[src/rtl/mem_arbiter.sv]
// mem_arbiter: serializes IF-stage fetches and MEM-stage loads/stores onto one fixed-latency memory.
// Optional macro MEM_ARB_FAIRNESS_EN bounds consecutive data grants so a waiting fetch cannot starve.
module mem_arbiter #(
    parameter int ADDR_W         = 32,
    parameter int DATA_W         = 32,
    parameter int MEM_LAT        = 4,
    parameter int MAX_DATA_BURST = 4
) (
    input  logic              clk,
    input  logic              rst,
    input  logic              if_req,
    input  logic [ADDR_W-1:0] if_addr,
    output logic              if_ready,
    output logic [DATA_W-1:0] if_rdata,
    input  logic              d_rd_en,
    input  logic              d_wr_en,
    input  logic [ADDR_W-1:0] d_addr,
    input  logic [DATA_W-1:0] d_wdata,
    output logic              d_ready,
    output logic [DATA_W-1:0] d_rdata,
    output logic              freeze,
    output logic              mem_cs,
    output logic              mem_we,
    output logic [ADDR_W-1:0] mem_addr,
    output logic [DATA_W-1:0] mem_wdata,
    input  logic [DATA_W-1:0] mem_rdata
);
    typedef enum logic [1:0] {IDLE, BUSY, DONE} state_t;
    typedef enum logic {OWN_INST, OWN_DATA} owner_t;

    localparam logic [3:0] LAST_CNT = 4'(MEM_LAT - 1);

    if (MEM_LAT < 1 || MEM_LAT > 15 || MAX_DATA_BURST < 1) begin : g_bad_param
        $error("mem_arbiter: MEM_LAT must be 1..15 and MAX_DATA_BURST at least 1");
    end

    state_t              r_state;
    state_t              w_next;
    owner_t              r_owner;
    logic [3:0]          r_cnt;
    logic [ADDR_W-1:0]   r_addr;
    logic [DATA_W-1:0]   r_wdata;
    logic                r_we;
    logic [DATA_W-1:0]   r_if_rdata;
    logic [DATA_W-1:0]   r_d_rdata;
    logic                w_d_req;
    logic                w_force_inst;
    logic                w_grant_d;
    logic                w_grant_i;
    logic                w_last;

    assign w_d_req   = d_rd_en | d_wr_en;
    assign w_last    = r_cnt == LAST_CNT;
    assign w_grant_d = (r_state == IDLE) && w_d_req && !w_force_inst;
    assign w_grant_i = (r_state == IDLE) && if_req && (!w_d_req || w_force_inst);
    assign if_rdata  = r_if_rdata;
    assign d_rdata   = r_d_rdata;

`ifdef MEM_ARB_FAIRNESS_EN
    localparam int BW = $clog2(MAX_DATA_BURST + 1);
    localparam logic [BW-1:0] BURST_MAX = BW'(MAX_DATA_BURST);

    logic [BW-1:0] r_burst;

    assign w_force_inst = if_req && (r_burst == BURST_MAX);

    // Counts data grants that overtook a waiting fetch; saturates at the limit.
    always_ff @(posedge clk or negedge rst) begin
        if (!rst) begin
            r_burst <= '0;
        end else if (r_state == IDLE) begin
            if (!if_req || w_grant_i)
                r_burst <= '0;
            else if (w_grant_d && r_burst != BURST_MAX)
                r_burst <= r_burst + 1'b1;
        end
    end
`else
    assign w_force_inst = 1'b0;
`endif

    always_ff @(posedge clk or negedge rst) begin
        if (!rst) begin
            r_state    <= IDLE;
            r_owner    <= OWN_DATA;
            r_cnt      <= '0;
            r_addr     <= '0;
            r_wdata    <= '0;
            r_we       <= 1'b0;
            r_if_rdata <= '0;
            r_d_rdata  <= '0;
        end else begin
            r_state <= w_next;
            if (w_grant_d || w_grant_i) begin
                r_owner <= w_grant_d ? OWN_DATA : OWN_INST;
                r_addr  <= w_grant_d ? d_addr : if_addr;
                r_wdata <= w_grant_d ? d_wdata : '0;
                r_we    <= w_grant_d & d_wr_en;
                r_cnt   <= '0;
            end else if (r_state == BUSY && !w_last) begin
                r_cnt <= r_cnt + 4'd1;
            end
            // A simultaneous read+write is a write, so loads capture only when r_we is clear.
            if (r_state == BUSY && w_last && !r_we) begin
                if (r_owner == OWN_DATA)
                    r_d_rdata <= mem_rdata;
                else
                    r_if_rdata <= mem_rdata;
            end
        end
    end

    always_comb begin
        w_next    = r_state;
        mem_cs    = 1'b0;
        mem_we    = 1'b0;
        mem_addr  = '0;
        mem_wdata = '0;
        if_ready  = 1'b0;
        d_ready   = 1'b0;
        unique case (r_state)
            IDLE: w_next = (w_grant_d || w_grant_i) ? BUSY : IDLE;
            BUSY: begin
                w_next    = w_last ? DONE : BUSY;
                mem_cs    = 1'b1;
                mem_we    = r_we;
                mem_addr  = r_addr;
                mem_wdata = r_wdata;
            end
            default: begin
                w_next   = IDLE;
                if_ready = r_owner == OWN_INST;
                d_ready  = r_owner == OWN_DATA;
            end
        endcase
        freeze = w_d_req && !d_ready;
    end
endmodule

[config.mk]
export PLATFORM = sky130hd
export DESIGN_NAME = mem_arbiter
export DESIGN_NICKNAME = d
export VERILOG_FILES = /design/src/rtl/mem_arbiter.sv
export SDC_FILE = /design/constraint.sdc
export NUM_CORES = 1
export LEC_CHECK = 0
export CORE_MARGIN = 2
export CORE_UTILIZATION = 39
export DETAILED_ROUTE_END_ITERATION = 7
export PLACE_DENSITY = 0.77
export REMOVE_ABC_BUFFERS = 1
export SETUP_SLACK_MARGIN = 0.02
export SYNTH_ARGS = -nofsm -noshare
export SYNTH_HDL_FRONTEND = slang
export SYNTH_SLANG_ARGS = --single-unit
[constraint.sdc]
create_clock -name clk -period 3.2 [get_ports clk]
set_input_delay 0.32 -clock clk [delete_from_list [all_inputs] [get_ports clk]]
set_output_delay 0.32 -clock clk [all_outputs]
set_load 0.1 [all_outputs]
==> qor.yml <==
cts_root_buf: "clkbuf_16"
library_cell_occupying_the_most_area_in_the_post_synthesis_netlist: "dfrtp_1"
timing.max_cap.violations: 0
synth_seq_area_share: 0.599
timing.critical_path.required_ns: 2.88
finalWirelength_microns: 16800
critPathLaunchType: "flip-flop"
hold_violation_count_in_the_final_report: 0
criticalPathCategory: "reg2out"
clk-insertion-delay-late_ns: 0.41
clk_transition_reported_paths_ns: 0.06
synth_ff_type: "dfrtp_1"
tightest_slew_ns: 1.04
setup-tns-final_ns: 0
count_of_port_buffers_added_during_placement: 265
synth_warnings: 0
grt_setup_unrepaired: "false"
cts_inserted_buffers: 17
global_route.usage.met3: 0.0868
timing.slew.headroom: 0.306
dp.final_hpwl_microns: 12100
initial_core_util: 0.396
grt_remaining_overflow: 0
timing.final.crit_period_ns: 2.36
drtAntennaViolNets: 0
synthDominantCellAreaShare: 0.594
grt_start_max_net_pins: 82
avgViaCountPerCell: 5.13
worstHoldPathType: "reg2reg"
async_sr_flop_fraction: 1.00
area_delta_synth_final_pct: 72.4
outcome: "completed"
depth_of_the_most_critical_reg_to_reg_path: 5
r2r-end: "if_rdata[13]$_DFFE_PN0P_"
timing.critical_path.to_type: "primary output"
detailedRoute.firstPassIterationCount: 4
chipWidth_microns: 125
grt_first_pass_wirelength_microns: 27400
setup_violations: 0
min_period_over_period: 0.737
synthTopCellsByCount: "dfrtp_1 (135), and2_1 (66), mux2_2 (63), o22ai_1 (33)"
timing.hold.worst.start: "if_rdata[5]$_DFFE_PN0P_"
fin_skew_ns: 0.00571
global_route.usage.met1: 0.246
die_area_sq_mm: 0.0156
cts_max_path_buffers: 2
nFillCells: 1023
timing_max_transition_violations_final: 0
yosysMostFrequentCell: "dfrtp_1"
min_to: "if_rdata[5]$_DFFE_PN0P_"
synth_area_leaders: "dfrtp_1 (59%), mux2_2 (12%), and2_1 (7.3%)"
cp_num_buf_inv: 3
max_stage_delay_ns: 0.42
cts_tree: "built"
avgSynthCellArea_sq_um: 13.3
drive_gt1_frac: 0.262
numClockSinks: 136
design.portCount: 266
synth_register_bits: 136
antenna_cells_inserted: 0
cp_max_fo: 37
vias: 4563
setup.reg_to_reg.worst_slack_ns: 1.06
timing.critical_path.cells: "nand2b_1 -> inv_1 -> buf_4 -> and2_1 -> buf_12"
worstReg2RegStart: "r_cnt[0]$_DFFE_PN0P_"
holdPathStages: 1
die-height_microns: 125
preCtsSetupSlack_ns: 0.964
crit_arrival_ns: 2.04
critical-path-slowest-cell: "dfrtp_1"
finalNetCount: 826
gp_routability_congestion: 0.804
area_of_the_multi_input_gates_sq_mm: 0.00213
final_critical_path_setup_slack_ns: 0.842
core_area_sq_mm: 0.0144
syn-cell-area_sq_mm: 0.00569
seqCellArea_sq_mm: 0.00340
grt_antenna_before_repair: 0
grtUsageTotal: 0.223
path_delay_family: "buffers and inverters"
num_rows: 44
grt_busiest_layer: "met2"
remaining_design_rule_violation_count: 0
grt_use_met2: 0.394
grt_pass1_vias: 5066
synth.distinct_cells: 33
fmax_mhz: 424
initialDrtViolationCount: 169
syn-instance-count: 429
routed_wire_length_per_instance_microns: 18.9
synth_enable_flop_cells: 0
htree_num_levels: 4
final cells by class:
| class | count | share of cell area |
|---|---|---|
| Clock buffer | 21 | 0.0470 |
| Clock inverter | 11 | 0.0175 |
| Inverter | 2 | 0.000766 |
| Multi-Input combinational cell | 258 | 0.217 |
| Sequential cell | 136 | 0.347 |
| Tap cell | 184 | 0.0235 |
| Timing Repair Buffer | 277 | 0.347 |
cells by family (layout without fill, tap and decap cells):
| kind of cell | count (synthesis) | count (layout) | synth area share |
|---|---|---|---|
| AO/OA/AOI/OAI | 103 | 103 | 0.141 |
| adder cells (fa/ha/maj) | 1 | 1 | 0.00220 |
| buffers and inverters | 35 | 311 | 0.0286 |
| flip-flops | 136 | 136 | 0.599 |
| multiplexers | 66 | 66 | 0.130 |
| AND/OR/NAND/NOR | 88 | 88 | 0.0990 |
stage by stage:
step           cells  utilization  instance area, sq um  hold WS, ns
5_1_grt          889        0.682                  9800        0.507
6_report         889        0.682                  9800        0.486
2_1_floorplan    396            -                  5530       0.0244
3_3_place_gp     856        0.638                  9160        0.392
3_5_place_dp     856        0.638                  9160        0.416
4_1_cts          889        0.682                  9800        0.488
cells in the final DEF (no fill, tap or decap), types with 3 or more instances in the layout:
cell type        netlist  final
a22o_1                32     32
a2bb2oi_1             32     32
and2_1                66     66
buf_12                 0     66
buf_4                  0     14
bufinv_16              0      4
clkbuf_16              0     17
clkdlybuf4s50_1        0    195
clkinv_4               0      3
dfrtp_1              135    135
mux2_2                63     63
nor2_2                 0      4
o22ai_1               33     33
registers in the layout, indices dropped and copies added (netlist names):
signal    cells
r_we          1
if_rdata     32
r_owner       1
r_cnt         4
d_rdata      32
r_state       2
r_wdata      32
r_addr       32
what timing repair did:
| action | 4_1_cts | 5_1_grt |
|---|---|---|
| resized for setup | 0 | 0 |
| hold endpoints to repair | 78 | 0 |
| setup buffers | 0 | 0 |
| hold buffers | 1 | 0 |
worst max path at each step:
stage               cells past startpoint                endpoint                 start  slack, ns
finish                                  5             mem_addr[7]  r_state[1]$_DFF_PN0_       0.84
global route                            5             mem_addr[7]  r_state[1]$_DFF_PN0_       0.69
CTS                                     5             mem_addr[7]  r_state[1]$_DFF_PN0_       0.82
detailed placement                      5  r_wdata[0]$_DFFE_PN0N_               d_wr_en       0.96
global placement                        5  r_wdata[5]$_DFFE_PN0N_               d_wr_en       1.07
floorplan                               4  d_rdata[0]$_DFFE_PN0P_  r_state[1]$_DFF_PN0_      -0.38
metal layers:
metal	vias up	share of wire
li1	2091	-
met1	2254	0.38
met2	189	0.51
met3	29	0.089
met4	0	0.022
met5	-	0
worst reg2reg max path, delay by kind of cell (launching register included):
kind / cells / cell delay (ns)
adders and majority gates: 1 / 0.23
buffers and inverters: 1 / 0.42
DFF: 1 / 0.39
muxes: 1 / 0.43
and+or+nand+nor: 2 / 0.56
Power is not shown: default switching activity piles up to over one toggle a cycle in this logic, so the estimate is an artifact.
